### src/rtl/icache_pkg.sv
// rtl/icache_pkg.sv - shared constants, FSM states and address field helpers for the instruction cache
package icache_pkg;

    localparam int NUM_BLOCKS  = 8;
    localparam int INDEX_W     = $clog2(NUM_BLOCKS);
    localparam int BLOCK_WORDS = 4;
    localparam int TAG_W       = 28 - INDEX_W;
    localparam int BLOCK_W     = 128;

    localparam logic [31:0] NOP = 32'h00000013;

    typedef enum logic [1:0] {
        S_IDLE     = 2'd0,
        S_MEM_READ = 2'd1,
        S_UPDATE   = 2'd2
    } state_t;

    function automatic logic [TAG_W-1:0] get_tag(input logic [31:0] addr);
        return addr[31:4+INDEX_W];
    endfunction

    function automatic logic [INDEX_W-1:0] get_index(input logic [31:0] addr);
        return addr[4+INDEX_W-1:4];
    endfunction

    function automatic logic [1:0] get_offset(input logic [31:0] addr);
        return addr[3:2];
    endfunction

    // Same fields, taken from a 28-bit block address (ADDRESS[31:4]).
    function automatic logic [TAG_W-1:0] blk_tag(input logic [27:0] blk);
        return blk[27:INDEX_W];
    endfunction

    function automatic logic [INDEX_W-1:0] blk_index(input logic [27:0] blk);
        return blk[INDEX_W-1:0];
    endfunction

endpackage

### src/rtl/instruction_cache_if.sv
// rtl/instruction_cache_if.sv - refill port between the instruction cache and instruction memory
interface instruction_cache_if;

    logic                         MEM_READ;
    logic [27:0]                  MEM_ADDRESS;
    logic [icache_pkg::BLOCK_W-1:0] MEM_READDATA;
    logic                         MEM_BUSYWAIT;

    modport master (
        output MEM_READ,
        output MEM_ADDRESS,
        input  MEM_READDATA,
        input  MEM_BUSYWAIT
    );

    modport slave (
        input  MEM_READ,
        input  MEM_ADDRESS,
        output MEM_READDATA,
        output MEM_BUSYWAIT
    );

endinterface

### src/rtl/icache_storage.sv
// rtl/icache_storage.sv - valid/tag/data arrays with synchronous write, asynchronous hit lookup and word select
module icache_storage
    import icache_pkg::*;
(
    input  logic                CLK,
    input  logic                RESET,
    input  logic [INDEX_W-1:0]  rd_index,
    input  logic [TAG_W-1:0]    rd_tag,
    input  logic [1:0]          rd_offset,
    output logic                hit,
    output logic [31:0]         rd_word,
    input  logic                wr_en,
    input  logic [INDEX_W-1:0]  wr_index,
    input  logic [TAG_W-1:0]    wr_tag,
    input  logic [BLOCK_W-1:0]  wr_data
);

    logic [NUM_BLOCKS-1:0]              valid;
    logic [TAG_W-1:0]                   tags [NUM_BLOCKS];
    logic [BLOCK_WORDS-1:0][31:0]       data [NUM_BLOCKS];

    always_ff @(posedge CLK) begin
        if (RESET) begin
            valid <= '0;
        end else if (wr_en) begin
            valid[wr_index] <= 1'b1;
        end
    end

    // Tag and data need no reset; an invalid line never produces a hit.
    always_ff @(posedge CLK) begin
        if (wr_en && !RESET) begin
            tags[wr_index] <= wr_tag;
            data[wr_index] <= wr_data;
        end
    end

    assign hit     = valid[rd_index] && (tags[rd_index] == rd_tag);
    assign rd_word = data[rd_index][rd_offset];

endmodule

### src/rtl/instruction_cache.sv
// rtl/instruction_cache.sv - direct-mapped read-only instruction cache with block refill FSM
module instruction_cache
    import icache_pkg::*;
(
    input  logic                 CLK,
    input  logic                 RESET,
    input  logic [31:0]          ADDRESS,
    output logic [31:0]          INSTRUCTION,
    output logic                 BUSYWAIT,
    instruction_cache_if.master  mem
);

    state_t               state, state_next;
    logic [27:0]          miss_addr, miss_addr_next;
    logic [BLOCK_W-1:0]   fill_buf, fill_buf_next;
    logic                 hit;
    logic [31:0]          hit_word;
    logic                 wr_en;
    logic                 mem_read;
    logic                 unused_addr_bits;

    assign unused_addr_bits = ^ADDRESS[1:0];

    icache_storage u_storage (
        .CLK       (CLK),
        .RESET     (RESET),
        .rd_index  (get_index(ADDRESS)),
        .rd_tag    (get_tag(ADDRESS)),
        .rd_offset (get_offset(ADDRESS)),
        .hit       (hit),
        .rd_word   (hit_word),
        .wr_en     (wr_en),
        .wr_index  (blk_index(miss_addr)),
        .wr_tag    (blk_tag(miss_addr)),
        .wr_data   (fill_buf)
    );

    always_ff @(posedge CLK) begin
        if (RESET) begin
            state     <= S_IDLE;
            miss_addr <= '0;
        end else begin
            state     <= state_next;
            miss_addr <= miss_addr_next;
        end
        fill_buf <= fill_buf_next;
    end

    always_comb begin
        state_next     = state;
        miss_addr_next = miss_addr;
        fill_buf_next  = fill_buf;
        INSTRUCTION    = NOP;
        BUSYWAIT       = 1'b0;
        mem_read       = 1'b0;
        wr_en          = 1'b0;
        case (state)
            S_IDLE: begin
                if (hit) begin
                    INSTRUCTION = hit_word;
                end else begin
                    BUSYWAIT       = 1'b1;
                    state_next     = S_MEM_READ;
                    miss_addr_next = ADDRESS[31:4];
                end
            end
            S_MEM_READ: begin
                mem_read = 1'b1;
                BUSYWAIT = 1'b1;
                if (!mem.MEM_BUSYWAIT) begin
                    fill_buf_next = mem.MEM_READDATA;
                    state_next    = S_UPDATE;
                end
            end
            S_UPDATE: begin
                BUSYWAIT   = 1'b1;
                wr_en      = 1'b1;
                state_next = S_IDLE;
            end
            default: state_next = S_IDLE;
        endcase
        // Reset overrides everything so a held PC never starts or finishes a refill.
        if (RESET) begin
            INSTRUCTION = NOP;
            BUSYWAIT    = 1'b0;
            mem_read    = 1'b0;
            wr_en       = 1'b0;
        end
    end

    assign mem.MEM_READ    = mem_read;
    assign mem.MEM_ADDRESS = miss_addr;

endmodule

### src/flat_wrapper.sv
// flat-port wrapper written by rule: the top's interface ports become plain ports
module instruction_cache_flat import icache_pkg::*;
  (CLK, RESET, ADDRESS, INSTRUCTION, BUSYWAIT, mem_MEM_READ, mem_MEM_ADDRESS, mem_MEM_READDATA, mem_MEM_BUSYWAIT);
  instruction_cache_if mem_i ();
  input  logic CLK;
  input  logic RESET;
  input  logic [31:0] ADDRESS;
  output logic [31:0] INSTRUCTION;
  output logic BUSYWAIT;
  output wire logic [$bits(mem_i.MEM_READ)-1:0] mem_MEM_READ;
  output wire logic [$bits(mem_i.MEM_ADDRESS)-1:0] mem_MEM_ADDRESS;
  input wire logic [$bits(mem_i.MEM_READDATA)-1:0] mem_MEM_READDATA;
  input wire logic [$bits(mem_i.MEM_BUSYWAIT)-1:0] mem_MEM_BUSYWAIT;
  assign mem_MEM_READ = mem_i.MEM_READ;
  assign mem_MEM_ADDRESS = mem_i.MEM_ADDRESS;
  assign mem_i.MEM_READDATA = mem_MEM_READDATA;
  assign mem_i.MEM_BUSYWAIT = mem_MEM_BUSYWAIT;
  instruction_cache u_core (.CLK(CLK), .RESET(RESET), .ADDRESS(ADDRESS), .INSTRUCTION(INSTRUCTION), .BUSYWAIT(BUSYWAIT), .mem(mem_i));
endmodule
### config.mk
export PLATFORM = sky130hd
export DESIGN_NAME = instruction_cache_flat
export DESIGN_NICKNAME = d
export VERILOG_FILES = /design/src/rtl/icache_pkg.sv /design/src/rtl/instruction_cache_if.sv /design/src/rtl/icache_storage.sv /design/src/rtl/instruction_cache.sv /design/src/flat_wrapper.sv
export SDC_FILE = /design/constraint.sdc
export NUM_CORES = 1
export LEC_CHECK = 0
export CAP_MARGIN = 0
export CORE_ASPECT_RATIO = 2
export CORE_UTILIZATION = 57
export CTS_CLUSTER_SIZE = 40
export DETAILED_ROUTE_END_ITERATION = 16
export DONT_BUFFER_PORTS = 1
export PLACE_DENSITY_LB_ADDON = 0.2
export SLEW_MARGIN = 20
export SYNTH_ARGS = -nofsm -noshare
export SYNTH_HDL_FRONTEND = slang
export SYNTH_SLANG_ARGS = --single-unit
export TNS_END_PERCENT = 5
### constraint.sdc
create_clock -name CLK -period 16.32 [get_ports CLK]
set_input_delay 4.08 -clock CLK [delete_from_list [all_inputs] [get_ports CLK]]
set_output_delay 4.08 -clock CLK [all_outputs]
set_load 0.01 [all_outputs]
# After elaboration in Yosys (flattened, before gate mapping)
# Memory sizes are Yosys's and may differ from the RTL's.
# Cells that the tools add are included.
[word_totals] register_bits=166 memories=2 word_cells=48 input_bits=163 ram_bits=1224
[mem_list] name="u_core.u_storage.data" depth=8 word_bits=128 read_ports=1 rd_ports_with_merged_regs=0 write_ports=1 line_no="icache_storage.sv:20" rtl="logic [BLOCK_WORDS-1:0][31:0] data [NUM_BLOCKS];"
[mem_list] name="u_core.u_storage.tags" depth=8 word_bits=25 read_ports=1 rd_ports_with_merged_regs=0 write_ports=1 line_no="icache_storage.sv:19" rtl="logic [TAG_W-1:0] tags [NUM_BLOCKS];"
[classes] bitwise=3 n_eq_ne=5 n_mux=21 magnitude_cmp=4 reduce_logical=9
[op_table] cell="two-way mux 32 bit" count=4
[op_table] cell="binary-select mux 32 bit (select 2 bit)" count=1
[op_table] cell="== test 25 bit" count=1
[op_table] cell="two-way mux 1 bit" count=10
[op_table] cell="less-than comparator 3 x 4 -> 1 bit, second input constant" count=2
[op_table] cell="bitwise OR 8 bit" count=1
[op_table] cell="AND reduction 2 bit" count=3
[op_table] cell="two-way mux 2 bit" count=2
[op_table] cell="!= test 2 bit, second input constant" count=2
[op_table] cell="case mux 2 bit (2 select lines)" count=1
[op_table] cell="binary-select mux 1 bit (select 3 bit)" count=1
[op_table] cell="demux 1 bit (select 3 bit)" count=1
[op_table] cell="greater-or-equal comparator 3 x 1 -> 1 bit, second input constant" count=1
[op_table] cell="logical AND 1 bit" count=3
[op_table] cell="less-than comparator 2 x 3 -> 1 bit, second input constant" count=1
[op_table] cell="== test 2 x 1 -> 1 bit, second input constant" count=1
[op_table] cell="== test 2 bit, second input constant" count=1
[op_table] cell="logical NOT 2 bit" count=1
[op_table] cell="NOT 1 bit" count=2
[op_table] cell="case mux 1 bit (2 select lines)" count=1
[op_table] cell="OR reduction 2 bit" count=1
[op_table] cell="logical NOT 1 bit" count=1

# Depth between registers and ports, before layout
[depth] word_depth=6 ltp_mapped=13

# Modules after synthesis
# A second synthesis with hierarchy kept.
[unflattened] hier_cells=2170 area_unflattened_um2=52116.2
[by_module_without_submodules] mod="icache_storage" instances=1 area_per_inst_um2=46858.7 seq_area_each_um2=36915.4 cells_each=1861
[by_module_without_submodules] mod="instruction_cache" instances=1 area_per_inst_um2=5257.5 seq_area_each_um2=4444.3 cells_each=309

# Least setup slack after synthesis
# Ideal clock, no wire load.
[synth_timing] path_kind="input to register" start="input RESET" end="memory u_core.u_storage.data[0][0] (netlist bit), enable pin" arrival_time_ps=15078 path_stages=3 required_ps=15465 setup_slack_ps=387 path_buffers=1 cell_sequence="clkbuf_1 -> or3b_2 -> nor3_1"
[synth_via] elab_chain_len=4 word_cells_on_any_way=5
[synth_lines] element="start, declared" line_no="flat_wrapper.sv:6" rtl="input logic RESET;"
[synth_lines] element="two-way mux 1 bit / logical NOT 1 bit (equally long branches)" line_no="instruction_cache.sv:83, icache_storage.sv:32"
[synth_lines] element="logical AND 1 bit (*)" line_no="icache_storage.sv:32" rtl="if (wr_en && !RESET) begin"
[synth_lines] element="two-way mux 1 bit (*)" line_no="icache_storage.sv:32"
[synth_lines] element="two-way mux 1 bit (implied by the code) (*)" line_no="icache_storage.sv:34" rtl="data[wr_index] <= wr_data;"
[synth_lines] element="end, declared" line_no="icache_storage.sv:20"
# Every way passes the cells marked *; elsewhere a longest branch is shown, timed or not.

# Worst setup path after layout
[layout_timing] start="input ADDRESS[5]" end="output INSTRUCTION[0]"
[layout_via] elab_chain_len=6 word_cells_on_any_way=11
[layout_lines] element="start, declared" line_no="flat_wrapper.sv:7" rtl="input logic [31:0] ADDRESS;"
[layout_lines] element="memory (8 x 25 bit), or another cell as far along"
[layout_lines] element="== test 25 bit, or another cell as far along" line_no="icache_storage.sv:38" rtl="assign hit = valid[rd_index] && (tags[rd_index] == rd_tag);"
[layout_lines] element="logical AND 1 bit / two-way mux 32 bit (equally long branches)" line_no="icache_storage.sv:38, icache_storage.sv:39"
[layout_lines] element="two-way mux 32 bit (*)" line_no="instruction_cache.sv:59" rtl="if (hit) begin"
[layout_lines] element="two-way mux 32 bit (*)" line_no="instruction_cache.sv:57" rtl="case (state)"
[layout_lines] element="two-way mux 32 bit (*)" line_no="instruction_cache.sv:83" rtl="if (RESET) begin"
[layout_lines] element="end, declared" line_no="flat_wrapper.sv:8" rtl="output logic [31:0] INSTRUCTION;"
# Every way passes the cells marked *; elsewhere a longest branch is shown, timed or not. The select of a mux whose other input is x is not followed.

==> metrics.md <==
| Metric | Value |
|---|---|
| Final worst path period share | `~75%` |
| Hold path start | `u_core.u_storage.valid[2]$_SDFFE_PP0P_` |
| Status | `finished clean` |
| Mapped cell area | `0.05212 mm^2` |
| Core area | `0.09057 mm^2` |
| Max VDD drop | `between 0.1 and 0.15 mV` |
| Remaining DRCs | `0` |
| Setup TNS Final | `0 ns` |
| CTS buffer count | `113` |
| First-pass GRT wire length | `approximately 150000 um` |
| Critical-path cell list | `nor2b_1, a22oi_1, a21oi_1, o2111ai_1, nor4_1, nand4_1, buf_4, or3_2, a211o_1` |
| PnR worst setup slack | `~4.1 ns` |
| DRT Pass-1 Iters | `7` |
| Share of cells above drive strength 1 | `between 20% and 30%` |
| Min cycle time layout | `approximately 12 ns` |
| Syn avg cell area | `around 24 um^2` |
| Post CTS Setup Buffer Count | `0` |
| Starting DRT DRC Count | `about 2000` |
| Placed cells | `about 3300` |
| Crit Path Category | `in2out` |
| Setup crit end kind | `primary output` |
| Max Fclk | `about 82 MHz` |
| Max-slew violation count | `0` |
| Leak | `between 15 and 20 nW` |
| Synth Net Count | `2344` |
| Cell Rows | `~160` |
| Placement Cell Area | `between 0.05 and 0.06 mm^2` |
| WP buf/inv | `1` |
| Clk pin slew, worst setup/hold paths | `0.07 ns` |
| Max-Cap Viols | `0` |
| Finished Core Util | `roughly 63%` |
| Routed wire per std cell | `about 30 um` |
| Starting Density | `a little under three fifths` |
| Worst endpoint required time | `approximately 12 ns` |
| Slowest cell on crit path | `or3_2` |
| Worst slew pin tran | `between 1 and 1.5 ns` |
| H-Tree Depth | `3` |
| Die Y | `about 430 um` |
| I/O pin cnt | `roughly 230` |
| Vias | `about 22000` |
| Clk buf depth | `3` |
| FF+latch count, synth | `approximately 1400` |
| Post-synth EDFFs | `1352` |
| Register area share after synthesis | `about four fifths` |
| CP startpoint kind | `input pin` |
| Wirelength, routed | `between 100000 and 150000 um` |
| DP Wirelength | `about 52000 um` |
| Relative slew margins | `around 27%` |
| CTS root buf | `clkbuf_16` |
| Cell Count, Final, Fillers Out | `about 3500` |
| Vias/cell | `approximately 6.3` |
| Post-route cell area | `0.05727 mm^2` |
| Main area contributors after synthesis | `edfxtp_1 (78%), mux4_2 (15%), mux2i_1 (1.7%)` |
| Routability cong. | `roughly 0.77` |
| Post-synth ARST share | `0%` |
| Setup-failing EPs final | `0` |
| Clock skew | `around 0.015 ns` |
| Clk sink count | `1390` |
| Hold_ws | `approximately 0.47 ns` |
| Final hold violations | `0` |
| Vias in the first global route | `23520` |
| Post-route antenna net violation count | `0` |
| Port Buf Inserts | `0` |
| Reg-to-Reg Start | `u_core.state[0]$_SDFFE_PP0P_` |
| Die area | `about 0.093 mm^2` |
| Critical Path Fanout Max | `289` |
| Clock latency on the worst-skew pair | `about 0.71 ns` |
| CP max stage delay | `0.93 ns` |
| Synth cell types | `38` |
| PD cells | `between 100 and 150 mW/mm^2` |
| Critical Path AT | `8.11 ns` |
| Worst hold path type | `reg2reg` |
| Initial antenna violation count | `34` |
| Gr ovfl total | `0` |
| Top cell type's share of synthesized area | `77.89%` |
| Area grow syn2layout | `9.883%` |
| Syn Inst Count | `2175` |
| YS warnings | `0` |
| Top delay family on crit path | `simple AND/OR/NAND/NOR gates` |
| Design Power | `~7.1 mW` |
| Largest net degree at the start of global routing | `slightly below 300` |
| Hold_buf cts | `0` |
| Post_cts resized | `0` |
| Dpl ws | `around 4.2 ns` |
| CTS tree | `done` |
| GRT Util Overall | `roughly 23%` |
| Chip width | `215.8 um` |
| Final #Nets | `2369` |
| Cell taking the most area after synthesis | `edfxtp_1` |
| CP startpoint | `ADDRESS[5]` |
| Top_reg_cell synth | `edfxtp_1` |
| RSZ-0062 raised after global routing | `false` |
[final timing paths]
kind / slack [ns] / to / depth (start not counted)
worst max-delay path: 4.13 / INSTRUCTION[0] / 9
worst min-delay path: 0.47 / u_core.u_storage.valid[2]$_SDFFE_PP0P_ / 2
worst max register to register: 11.81 / u_core.u_storage.data[2][10]$_DFFE_PP_ / 7
worst min register to register: 0.47 / u_core.u_storage.valid[2]$_SDFFE_PP0P_ / 2
[routing by layer]
| metal | wire [um] | part of all wire (%) | vias to the layer above | GRT usage, % |
|---|---|---|---|---|
| li1 | - | - | 9295 | - |
| met1 | 40190 | 39 | 11880 | 30.09 |
| met2 | 54250 | 52 | 743 | 39.13 |
| met3 | 7333 | 7.0 | 162 | 5.634 |
| met4 | 2330 | 2.2 | 44 | 6.685 |
| met5 | 285 | 0.27 | - | 0 |
[synthesized netlist by cell type, drive strengths merged (4+ instances only)]
| cell | n |
|---|---|
| edfxtp | 1352 |
| mux4 | 353 |
| mux2i | 87 |
| clkbuf | 62 |
| buf | 52 |
| nor2 | 52 |
| dfxtp | 38 |
| a21oi | 32 |
| nand3 | 29 |
| a21bo | 28 |
| xor2 | 16 |
| a22oi | 10 |
| nor2b | 7 |
| ha | 6 |
| nand2b | 6 |
| a22o | 5 |
| nand2 | 5 |
| xnor2 | 5 |
| nor4 | 4 |
[tightest hold or removal path, cell delays in order, from the launching register on]
cell and delay (ns):
dfxtp_1 0.33, nor2_1 0.05, nor2_1 0.07
[registers in the layout (all words and copies together) (netlist names)]
name,flops
u_core.u_storage.tags,200
u_core.u_storage.data,1024
u_core.mem.MEM_ADDRESS,28
u_core.state,2
u_core.u_storage.valid,8
u_core.fill_buf,128
[layout make-up]
class / instances / area [um^2]
Sequential cell: 1390 / 41360
Clock inverter: 84 / 893.4
Antenna cell: 9 / 22.52
Multi-Input combinational cell: 668 / 10340
Tap cell: 1185 / 1483
Timing Repair Buffer: 24 / 230.2
Fill cell: 5996 / 33290
Clock buffer: 130 / 2934
Inverter: 3 / 11.26
[cell families (layout without fill, tap and decap cells)]
logic type	after synthesis	count (layout)	share of synthesized area [%]
flip-flops	1390	1390	79.35
multiplexers	440	440	16.92
buffers and inverters	117	241	0.9386
other	0	9	0
AND/OR/NAND/NOR	114	114	1.030
adder cells (fa/ha/maj)	6	6	0.1440
AO/OA/AOI/OAI	87	87	1.258
XOR/XNOR	21	21	0.3529
[report_power, final]
group,switching (mW),total (mW),internal [mW]
Sequential,0.0843,4.10,4.02
Clock,1.23,2.79,1.56
Combinational,0.118,0.250,0.133
Total,1.43,7.14,5.72
[layout by cell type (no fill, tap or decap), types with 9 or more instances in the layout]
| cell | synthesis | layout |
|---|---|---|
| clkbuf_16 | 0 | 115 |
| clkinv_2 | 0 | 26 |
| dfxtp_1 | 38 | 38 |
| mux4_2 | 353 | 353 |
| a21bo_2 | 28 | 28 |
| a22oi_1 | 10 | 10 |
| edfxtp_1 | 1352 | 1352 |
| diode_2 | 0 | 9 |
| clkbuf_1 | 62 | 15 |
| buf_4 | 4 | 20 |
| xor2_1 | 16 | 16 |
| nor2_1 | 51 | 45 |
| clkinv_1 | 0 | 25 |
| nand3_1 | 29 | 29 |
| bufinv_16 | 0 | 17 |
| mux2i_1 | 87 | 87 |
| a21oi_1 | 32 | 32 |
Note: power is estimated with default switching activity, not from simulation.
